--- src/rtl/md_sched_pkg.sv ---
// md_sched_pkg: MD opcode constants, scheduler states and opcode classifiers.
package md_sched_pkg;
  localparam logic [3:0] MD_NONE = 4'b0000;
  localparam logic [3:0] MTHI    = 4'b0010;
  localparam logic [3:0] MTLO    = 4'b0100;
  localparam logic [3:0] MFHI    = 4'b0110;
  localparam logic [3:0] MFLO    = 4'b1000;
  localparam logic [3:0] MULT    = 4'b0001;
  localparam logic [3:0] MULTU   = 4'b0011;
  localparam logic [3:0] DIV     = 4'b0101;
  localparam logic [3:0] DIVU    = 4'b0111;
  typedef enum logic [1:0] {S_IDLE, S_MUL, S_DIV} state_t;
  function automatic logic is_muldiv(input logic [3:0] op);
    return op[0];
  endfunction
  function automatic logic is_move(input logic [3:0] op);
    return op inside {MTHI, MTLO, MFHI, MFLO};
  endfunction
endpackage

--- src/rtl/md_sched.sv ---
// md_sched: issue gating, latency counting and D-stage stall for the HI/LO multiply-divide unit.
module md_sched
  import md_sched_pkg::*;
#(
  parameter int MULT_LAT = 5,
  parameter int DIV_LAT  = 10,
  parameter int CNT_W    = 4
) (
  input  logic             i_clk,
  input  logic             i_rst_n,
  input  logic             i_e_valid,
  input  logic [3:0]       i_e_md_op,
  input  logic             i_e_flush,
  input  logic             i_d_md_use,
  output logic [3:0]       o_md_start,
  output logic             o_md_commit,
  output logic             o_busy,
  output logic             o_stall,
  output logic [CNT_W-1:0] o_md_cnt,
  output logic             o_proto_err
);
  if (MULT_LAT < 1 || MULT_LAT > 2**CNT_W || DIV_LAT < 1 || DIV_LAT > 2**CNT_W)
    $error("md_sched: latency does not fit the counter");
  state_t           r_state;
  logic [CNT_W-1:0] r_cnt;
  logic             r_commit;
  logic             r_perr;
  logic             w_live;
  logic             w_busy;
  logic             w_accept;
  logic             w_last;
  assign w_live   = i_e_valid & ~i_e_flush;
  assign w_busy   = r_state != S_IDLE;
  assign w_accept = w_live & is_muldiv(i_e_md_op) & ~w_busy;
  assign w_last   = r_cnt == (r_state == S_DIV ? CNT_W'(DIV_LAT - 1) : CNT_W'(MULT_LAT - 1));
  // Moves reach the unit only when idle; the commit cycle is already idle, so MF* reads the old value.
  assign o_md_start  = (w_accept | (w_live & is_move(i_e_md_op) & ~w_busy)) ? i_e_md_op : MD_NONE;
  assign o_stall     = i_d_md_use & (w_busy | w_accept);
  assign o_busy      = w_busy;
  assign o_md_commit = r_commit;
  assign o_md_cnt    = r_cnt;
  assign o_proto_err = r_perr;
  always_ff @(posedge i_clk or negedge i_rst_n) begin
    if (!i_rst_n) begin
      r_state  <= S_IDLE;
      r_cnt    <= '0;
      r_commit <= 1'b0;
      r_perr   <= 1'b0;
    end else begin
      r_commit <= 1'b0;
      r_perr   <= r_perr | (w_live & (i_e_md_op != MD_NONE) & w_busy);
      if (!w_busy) begin
        if (w_accept) begin
          r_state <= i_e_md_op[2] ? S_DIV : S_MUL;
          r_cnt   <= '0;
        end
      end else if (w_last) begin
        r_state  <= S_IDLE;
        r_cnt    <= '0;
        r_commit <= 1'b1;
      end else begin
        r_cnt <= r_cnt + 1'b1;
      end
    end
  end
endmodule
--- config.mk ---
export PLATFORM = sky130hd
export DESIGN_NAME = md_sched
export DESIGN_NICKNAME = d
export VERILOG_FILES = /design/src/rtl/md_sched_pkg.sv /design/src/rtl/md_sched.sv
export SDC_FILE = /design/constraint.sdc
export NUM_CORES = 1
export LEC_CHECK = 0
export ABC_AREA = 1
export ABC_CLOCK_PERIOD_IN_PS = 1400
export CORE_AREA = 2 2 39 41
export DETAILED_ROUTE_END_ITERATION = 10
export DIE_AREA = 0 0 41 43
export GPL_TIMING_DRIVEN = 0
export PLACE_DENSITY = 0.68
export SLEW_MARGIN = 20
export SYNTH_ARGS = -nofsm -noshare
export SYNTH_HDL_FRONTEND = slang
export SYNTH_SLANG_ARGS = --single-unit
--- constraint.sdc ---
create_clock -name i_clk -period 1.4 [get_ports i_clk]
set_input_delay 0.14 -clock i_clk [delete_from_list [all_inputs] [get_ports i_clk]]
set_output_delay 0.14 -clock i_clk [all_outputs]
set_load 0.01 [all_outputs]
# Yosys cells after proc, flatten, opt, wreduce, memory -nomap -nowiden
# Cells that the tools add are included.
# op_classes
n_lt_le_gt_ge	0
n_bitwise	13
shifts	0
n_div	0
eq_ne	7
muxes	11
n_reduce_logical	5
add_sub_neg	1
multipliers	0
# op_table
operator	count
2-to-1 mux 4 bit	5
AND 1 bit	8
equality test 4 x 3 -> 1 bit, second input constant	2
2-to-1 mux 2 bit	4
nonzero test 4 bit	2
adder 4 x 1 -> 4 bit, second input constant	1
equality test 4 x 2 -> 1 bit, second input constant	1
equality test 4 bit	1
equality test 4 bit, second input constant	1
nonzero test 2 bit	2
bitwise OR 1 bit	3
equality test 2 bit, second input constant	1
2-to-1 mux 1 bit	2
inequality test 2 x 1 -> 1 bit, second input constant	1
inverter 1 bit	2
AND reduction 2 bit	1
# word_totals
memories	0
register_bits	8
latch_bits	0
rom_bits	0
input_bits	9
output_inout_bits	12
mem_bits_rw	0

# Logic depth before layout (Yosys ltp)
# Gate-level depths: netlist of run 1.
# depth
word_depth	6
ltp_mapped	7
mapped_depth_nobuf	7

# Least setup slack after synthesis of run 1
# Ideal clock, no wire load.
# synth_path
path_kind	register -> register
from	reg r_cnt[0] (netlist: o_md_cnt[0])
to	reg r_cnt[2] (netlist: o_md_cnt[2])
path_stages_with_launch	5
setup_slack_ps	344
t_required_ps	1283
period_less_slack_ps	1056
t_arrival_ps	939
path_buffers	0
cell_sequence	dfrtp_1 ha_1 xor2_1 nand3_1 nand2_1
# synth_via
elab_chain_len	3
elab_cells_between_ends	4
cone_classes	add/sub (1); eq/ne (1); mux (2)
# synth_rtl
element	line	source
from (decl)	md_sched.sv:25	logic [CNT_W-1:0] r_cnt;
from (signal assigned)	md_sched.sv:62	r_cnt <= r_cnt + 1'b1;
adder 4 x 1 -> 4 bit or equality test 4 bit (tied branches)	md_sched.sv:62, md_sched.sv:35	
2-to-1 mux 4 bit *	md_sched.sv:57	end else if (w_last) begin
2-to-1 mux 4 bit *	md_sched.sv:52	if (!w_busy) begin
# Every way passes the cells marked *; elsewhere a longest branch is shown, timed or not.
# A chain may end at the register's enable or synchronous reset.

# Worst setup path in the final report of run 1
# layout_path
from	in i_e_md_op[2]
to	out o_md_start[1]
# layout_via
elab_chain_len	6
elab_cells_between_ends	9
cone_classes	eq/ne (4); mux (1); bitwise (3); reduce/logical (1)
# layout_rtl
element	line	source
from (decl)	md_sched.sv:12	input logic [3:0] i_e_md_op,
equality test 4 x 2 -> 1 bit (tied with other cells)	md_sched_pkg.sv:17	return op inside {MTHI, MTLO, MFHI, MFLO};
nonzero test 4 bit *	md_sched_pkg.sv:17	
AND 1 bit * (2 in series)	md_sched.sv:37	assign o_md_start = (w_accept | (w_live & is_move(i_e_md_op) & ~w_busy)) ? i_e_md_op : MD_NONE;
bitwise OR 1 bit *	md_sched.sv:37	
2-to-1 mux 4 bit *	md_sched.sv:37	
to (decl)	md_sched.sv:15	output logic [3:0] o_md_start,
# Marks and branches as above.

==> results of run 1 <==
[final cells by class]
class	instances	area, µm²
Fill cell	136	571
Clock buffer	3	22.5
Sequential cell	8	204
Inverter	15	56.3
Tap cell	16	20.0
Multi-Input combinational cell	47	263
Timing Repair Buffer	29	248
[registers in the layout, summed over array words and instances, names as in the netlist]
signal / flops
o_proto_err: 1
o_md_commit: 1
o_md_cnt: 4
r_state: 2
[worst reg2reg max path, stage by stage, from the launching register on]
cell	delay, ns
dfrtp_2	0.44
buf_4	0.15
nor2_1	0.10
nand2_1	0.07
nand2_2	0.07
nand3_4	0.10
nand3_1	0.09
nand2_1	0.05
[path summary, 6_finish.rpt]
check | slack [ns] | cells past startpoint | end
hold reg to reg | 0.47 | 1 | o_proto_err
hold / removal | 0.17 | 1 | o_proto_err
setup reg to reg | 0.23 | 7 | o_md_cnt[1]
setup / recovery | -0.09 | 7 | o_md_start[1]
max in group asynchronous | 0.94 | 1 | o_md_cnt[0]
min in group i_clk | 0.47 | 1 | o_proto_err
[cells by family (layout without fill, tap and decap cells)]
| kind of cell | count (synthesis) | after routing | share of synthesized area (%) |
|---|---|---|---|
| flops | 8 | 8 | 39.5 |
| xor+xnor | 1 | 1 | 1.73 |
| compound gates | 2 | 2 | 3.21 |
| buf+inv | 15 | 47 | 11.1 |
| fa+ha+maj | 1 | 1 | 2.47 |
| simple gates | 43 | 43 | 42.0 |
[power by group through the flow]
stage | sequential (mW) | combinational (mW) | clock (mW)
2_1_floorplan | 0.410 | 0.355 | 0
3_3_place_gp | 0.403 | 0.621 | 0
3_5_place_dp | 0.404 | 0.628 | 0
4_1_cts | 0.383 | 0.687 | 0.180
5_1_grt | 0.376 | 0.853 | 0.197
6_report | 0.369 | 0.764 | 0.175
[through the flow]
| step | setup WS [ns] | TNS (ns) | total power [mW] | utilization (%) | hold slack (ns) |
|---|---|---|---|---|---|
| 6_report | -0.0872 | -0.241 | 1.31 | 58.8 | 0.168 |
| 2_1_floorplan | 0.344 | 0 | 0.766 | - | -0.156 |
| 3_3_place_gp | -0.434 | -1.83 | 1.02 | 52.5 | 0.443 |
| 4_1_cts | -0.0755 | -0.245 | 1.25 | 55.9 | 0.182 |
| 3_5_place_dp | -0.443 | -1.86 | 1.03 | 52.5 | 0.450 |
| 5_1_grt | -0.175 | -0.659 | 1.43 | 58.8 | 0.197 |
[synthesized netlist by cell type (all sizes together)]
cell,n
nand2,22
inv,15
nor2,11
dfrtp,8
nand3,7
nand4,3
a31o,1
ha,1
o211ai,1
xor2,1
[metal layers]
| layer | share of wire [%] | global-route usage, % | vias up |
|---|---|---|---|
| li1 | - | - | 280 |
| met1 | 50 | 24.1 | 236 |
| met2 | 47 | 20.6 | 8 |
| met3 | 2.7 | 6.28 | 0 |
| met4 | 0 | 2.00 | 0 |
| met5 | 0 | 0 | - |
[timing repair]
action	4_1_cts	5_1_grt
endpoints found under the setup margin	9	9
hold buffers	0	0
buffers inserted	4	5
pin swaps	3	5
gates cloned	0	0
gates resized for setup	23	5
==> flow_summary.yaml, run 1 <==
die:
  die_h_um: 43
  pin_count: 21
  core_area_mm2: 0.00138
  start_util_pct: 36.6
  row_count: 14
  fp.dieW_um: 41
  fp.dieArea_mm2: 0.00176
logic_synthesis:
  synth_top_area_share_pct: 39.5
  synth_cells: 70
  synth_cell_types: 15
  syn_area_per_cell_um2: 7.24
  netlist_top_cells_area: "dfrtp_1, nand2_1, inv_1"
  ys.warnings.count: 0
  netlist_area_um2: 507
  synth_fp_nets: 80
  synth_top_cell_by_area: "dfrtp_1"
  ys_seq_area_share_pct: 39.5
  ys_ff_latch: 8
power_and_ir_drop:
  p_per_area_mw_per_mm2: 1610
  comb_power_share_pct: 58.4
  switchingPower_uw: 544
  power.internal_uw: 764
  leakagePower_nw: 0.434
  seqPwrFrac_pct: 28.2
  ir_drop_mv: 0.766
  clkPwrFrac_pct: 13.3
  swShare_pct: 41.6
critical_path:
  r2r-start: "o_md_cnt[2]"
  critPathMaxStageDelay_ns: 0.51
  crit_top_cell: "nand4_1"
  crit_chain: "clkdlybuf4s50_1, inv_1, nand4_1, nand4_1, buf_4, nor2_1, buf_2"
  endpoint_kind: "output pin"
  critPathBufInv: 4
  critPathLaunch: "i_e_md_op[2]"
  critical_path_class: "in -> out"
  cp_slowest_cell: "clkdlybuf4s50_1"
  cp_top_family: "buffers and inverters"
  start_kind: "input port"
  cp_data_arrival_time_ns: 1.35
  cp_max_fo: 3
  critPathRequiredTime_ns: 1.26
clocking:
  cts.sinks: 8
  clkSlewWorstSetupHoldPaths_ns: 0.06
  cts.path.max_buffers: 2
  clk_latency_ns: 0.25
  tritoncts: "done"
  numCtsBuffers: 3
  htreeDepth: 1
  ctsRootBufferMaster: "clkbuf_4"
layout:
  instances_no_fill: 118
  antenna_cells: 0
  fin_nets: 114
  final_cell_area_um2: 813
  layout_common_cells: "nand2_1, clkdlybuf4s50_1, inv_1, buf_4"
  area_delta_synth_final_pct: 60.5
  final_common_cell: "nand2_1"
  drive_gt1_share_pct: 33.3
detailed_routing:
  wire_per_inst_um: 10.1
  drtIter0Drc: 9
  remaining_drc_errors: 0
  vias: 524
  drtAntennaViolNets: 0
  viasPerCell: 4.44
  routed_wl_mm: 1.19
  first_pass_iters: 4
sta:
  finalHoldViolations: 0
  skew_ns: 0.00488
  timing.fmax_ghz: 0.672
  final-setup-viol-count: 4
  fin_ws_ns: -0.0872
  rsz0062_at_grt: "yes"
  fin_crit_sh_pct: 106
  min_period_ns: 1.49
  slew-limit-headroom_pct: 75.3
  drv_slew: 0
  tightest_slew_ns: 0.369
global_route:
  antenna_found_initial: 0
  grt_pass1_wl_mm: 1.92
  grt_use_total_pct: 15.5
  grt_pass1_vias: 444
  grt_max_degree: 9
  grt_overflow: 0
run_status:
  violations: "setup timing"
  status: "finished with violations"
placement:
  place_area_um2: 727
  place_inst: 106
  port_buffers: 20
  gp_congestion: 0.779
  hpwl_um: 847
worst_hold_path:
  min_path_type: "in -> async"
run:
  cap_viol_max_count: 0
(Power assumes the default switching activity.)
==> inputs of run 2 (changes only) <==
==> constraint.sdc (replaced) <==
create_clock -name i_clk -period 1.4 [get_ports i_clk]
set_input_delay 0.14 -clock i_clk [delete_from_list [all_inputs] [get_ports i_clk]]
set_output_delay 0.14 -clock i_clk [all_outputs]
set_load 0.1 [all_outputs]
==> flow_summary.yaml, run 2 (synthesized netlist as in run 1, its figures left out) <==
run_status:
  status: "finished with violations"
  violations: "setup timing"
detailed_routing:
  first_pass_iters: 4
  wire_per_inst_um: 11.1
  drtIter0Drc: 13
  drtAntennaViolNets: 0
  highest_layer: "met4"
  vias: 549
  routed_wl_mm: 1.30
  viasPerCell: 4.69
  wl_met2_um: 660
  wl_met3_um: 69
  wl_met1_um: 527
  remaining_drc_errors: 0
critical_path:
  cp_data_arrival_time_ns: 1.39
  critPathRequiredTime_ns: 1.26
  crit_chain: "clkdlybuf4s50_1, inv_1, nand4_1, nand4_1, buf_6, nor2_4, buf_12"
  crit_top_cell: "nand4_1"
  critical_path_class: "in -> out"
  critPathBufInv: 4
  endpoint_kind: "output pin"
  cp_max_fo: 3
  start_kind: "input port"
  cp_top_family: "buffers and inverters"
  cp_slowest_cell: "clkdlybuf4s50_1"
  critPathMaxStageDelay_ns: 0.49
sta:
  min_period_ns: 1.53
  drv_slew: 0
  fin_ws_ns: -0.133
  fin_crit_sh_pct: 109
  rsz0062_at_grt: "yes"
  tightest_slew_ns: 0.546
  skew_ns: 0.00738
  timing.fmax_ghz: 0.653
  whs_ns: 0.153
  final-setup-viol-count: 5
  slew-limit-headroom_pct: 63.7
  finalHoldViolations: 0
global_route:
  grt_pass1_vias: 509
  antenna_found_initial: 0
  grt_pass1_wl_mm: 2.14
  grt_use_total_pct: 19.3
  grt_overflow: 0
  grt_max_degree: 9
die:
  fp.dieArea_mm2: 0.00176
  core_area_mm2: 0.00138
  start_util_pct: 36.6
  fp.dieW_um: 41
  pin_count: 21
  die_h_um: 43
  row_count: 14
placement:
  port_buffers: 20
  hpwl_um: 887
  gp_congestion: 0.770
  pre_cts_slack_ns: -1.21
clocking:
  numCtsBuffers: 3
  htreeDepth: 1
  ctsRootBufferMaster: "clkbuf_4"
  cts.sinks: 8
  cts.hold.buffers_added: 0
  clkSlewWorstSetupHoldPaths_ns: 0.06
  cts.path.max_buffers: 2
  clk_latency_ns: 0.26
  tritoncts: "done"
power_and_ir_drop:
  p_per_area_mw_per_mm2: 2260
  ir_drop_mv: 1.34
  leakagePower_nw: 0.462
layout:
  largest_reg_flops: 4
  area_delta_synth_final_pct: 78.8
  final_common_cell: "nand2_1"
  drive_gt1_share_pct: 46.5
  layout_common_cells: "nand2_1, inv_1, nor2_4, nand3_1, buf_4"
  fin_nets: 112
  antenna_cells: 0
worst_hold_path:
  min_path_type: "in -> async"
run:
  cap_viol_max_count: 0
## run 2: cell types whose count changed in the layout (fill, tap and decap cells not counted), moves of 3 or more
cell and delta:
buf_12 +5, buf_4 -3, clkdlybuf4s50_1 -9, inv_1 -3
nor2_1 -3, nor2_4 +3
## run 2: worst reg2reg max path, stage by stage (launching register included)
cell and delay (ns):
dfrtp_1 0.40, buf_4 0.15, nand2_1 0.06, nand2_1 0.07, nand2_2 0.08, nand3_4 0.11, nand3_1 0.09, nand2_1 0.05
## run 2: path summary, 6_finish.rpt
check,startpoint,endpoint,slack [ns],cells after the start
setup / recovery,i_e_md_op[0],o_md_start[1],-0.13,7
hold / removal,i_rst_n,o_proto_err,0.15,1
setup reg to reg,r_state[1],o_md_cnt[3],0.27,7
hold reg to reg,o_proto_err,o_proto_err,0.47,1
max in group asynchronous,i_rst_n,o_md_cnt[3],0.95,1
min in group i_clk,i_e_md_op[2],r_state[1],0.23,3
## run 2: routing by layer
layer / track usage [%] / vias to the layer above
met2: 26.3 / 11
met1: 23.2 / 255
li1: - / 278
met5: 0 / -
met3: 7.85 / 5
met4: 14.0 / 0
## run 2: report_power, final
group / switching (mW) / internal [mW]
clock: 0.0841 / 0.109
sequential: 0.0864 / 0.309
combinational: 1.02 / 0.436
## run 2: stage by stage
stage                     utilization [%]  total power, mW  instance area, µm²  cells  TNS [ns]
after CTS                            63.7             2.00                 881    115    -0.443
after global placement               55.2             1.66                 764    106     -7.63
after global routing                 65.5             2.16                 906    117    -0.679
final                                65.5             2.05                 906    117    -0.462
after floorplan                         -             1.39                 544     70    -0.890
after detailed placement             55.2             1.67                 764    106     -7.68
## run 2: what timing repair did
action,in CTS,in global routing
setup buffers,5,2
endpoints found under the setup margin,12,7
gates resized for setup,80,8
pin swaps,5,3
## run 2: layout make-up
type / instances / area [µm²]
clock buffer: 4 / 26.3
multi-input combinational: 47 / 288
timing repair buffer: 27 / 305
tap: 16 / 20.0
sequential: 8 / 205
fill: 122 / 478
inverter: 15 / 61.3
==> patch: new RTL, flow settings as in run 2 <==
Encoding of `state_t`: now one-hot (3 bits for 3 states).
--- a/src/rtl/md_sched_pkg.sv
+++ b/src/rtl/md_sched_pkg.sv
@@ -11,3 +11,3 @@
   localparam logic [3:0] DIVU    = 4'b0111;
-  typedef enum logic [1:0] {S_IDLE, S_MUL, S_DIV} state_t;
+  typedef enum logic [2:0] {S_IDLE = 3'b001, S_MUL = 3'b010, S_DIV = 3'b100} state_t;
   function automatic logic is_muldiv(input logic [3:0] op);
Function: no difference found for any inputs over 10 cycles, from zero or initial values and one cycle with i_rst_n low; not proved beyond that.
==> patch against run 2 <==
  * The flow still finishes with violations (setup timing)
  * Synthesized area is 8.4% higher
  * Cell count up 4.3%
  * Sequential cell count up 1
  * Setup slack got worse by 0.029 ns
  * Cell area increased by 11%
  * Routed wire length rose by 16%
  * Critical endpoint is now o_md_start[2]
Power is left out: the tool's default activity adds up to more than one toggle a clock period on the data nets, which glitch-free logic cannot reach.
==> patch: results (changes against run 2) <==
[finish]
buf_share = 0.302  ; was 0.337
multi_input_area_share = 0.367  ; was 0.318
layout-drive-gt1-share = 0.443  ; was 0.465
seqCellArea_sq_um = 233  ; was 205 sq um
clock_area_frac = 0.0262  ; was 0.0290
multi_input_cells = 52  ; was 47
fill_cells = 99  ; was 122
nFlopsAndLatches = 9  ; was 8
nonClockInverterCount = 14  ; was 15

[global_route]
track_usage = 0.225  ; was 0.193
first_global_vias = 596  ; was 509
grt_max_degree = 10  ; was 9
grt_first_pass_wirelength_um = 2620  ; was 2140 um

[worst_setup_path]
crit_family = simple AND/OR/NAND/NOR gates  ; was buffers and inverters
endpoint = o_md_start[2]  ; was o_md_start[1]
critPathMaxFanout = 5  ; was 3
path_class = reg2out  ; was in2out
reg2reg_from = r_state[0]  ; was r_state[1]
startpoint = r_state[1]  ; was i_e_md_op[0]
cp_slowest_cell = dfrtp_1  ; was clkdlybuf4s50_1
r2r_slack_ns = 0.09  ; was 0.27 ns
worst-path-buf-inv = 1  ; was 4
timing.rr.end = o_md_cnt[0]  ; was o_md_cnt[3]

[sta]
tightest_slew_ns = 0.547  ; was 0.546 ns
setup_tns_ns = -0.686  ; was -0.462 ns
finalSetupViolCount = 5  ; unchanged
fin_worst_skew_ns = 0.000202  ; was 0.00738 ns
whs_ns = 0.177  ; was 0.153 ns
fin_ws_ns = -0.162  ; was -0.133 ns

[synthesis]
seq_area_frac_synth = 0.412  ; was 0.395
synth_area_leaders = dfrtp_1 36%, nand2_1 14%, inv_1 9.6%, nor2_1 7.5%, nand3_1 6.4%  ; was dfrtp_1 40%, nand2_1 15%, inv_1 8.9%, nand3_1 5.9%, nor2_1 5.9%
syn-num-nets = 85  ; was 80
avgSynthCellArea_sq_um = 7.32  ; was 7.24 sq um

[placement]
dpl-instance-area_sq_um = 821  ; was 764 sq um
dp.cells = 111  ; was 106
pre_cts_slack_ns = -1.19  ; was -1.21 ns
gp_congestion = 0.731  ; was 0.770
place_hpwl_um = 1010  ; was 887 um

[detailed_routing]
firstDrtPassIters = 2  ; was 4
wire_per_inst_um = 12.4  ; was 11.1 um
vias = 584  ; was 549
drtIter0Drc = 7  ; was 13
via_per_inst = 4.79  ; was 4.69

[status]
outcome = finished, violations left  ; unchanged
violations = setup timing  ; unchanged

[clocking]
cts-resized-gates = 79  ; was 80

## patch: cell count changes in the layout (fill, tap and decap cells not counted), sizes merged, moves of 2 or more
cell | run 2 | this run
nand3 | 7 | 9
nand4 | 3 | 0
dlymetal6s2s | 2 | 0
a21oi | 0 | 3
nor3 | 0 | 2
## patch: logic make-up (layout without fill, tap and decap cells)
group           count (synthesis)  count (layout)  synth area share
compound gates                  4               4            0.0478
xor+xnor                        2               2            0.0319
fa+ha+maj                       1               1            0.0228
buf+inv                        14              45            0.0957
flops                           9               9             0.412
simple gates                   45              45             0.390
## patch: per-layer routing
layer / track usage / part of all wire / vias to the layer above / routed length, um
met5: 0 / 0 / - / 0
met1: 0.243 / 0.37 / 271 / 565
met3: 0.0681 / 0.033 / 2 / 50
li1: - / - / 294 / -
met2: 0.388 / 0.58 / 17 / 879
met4: 0.0800 / 0.011 / 0 / 17
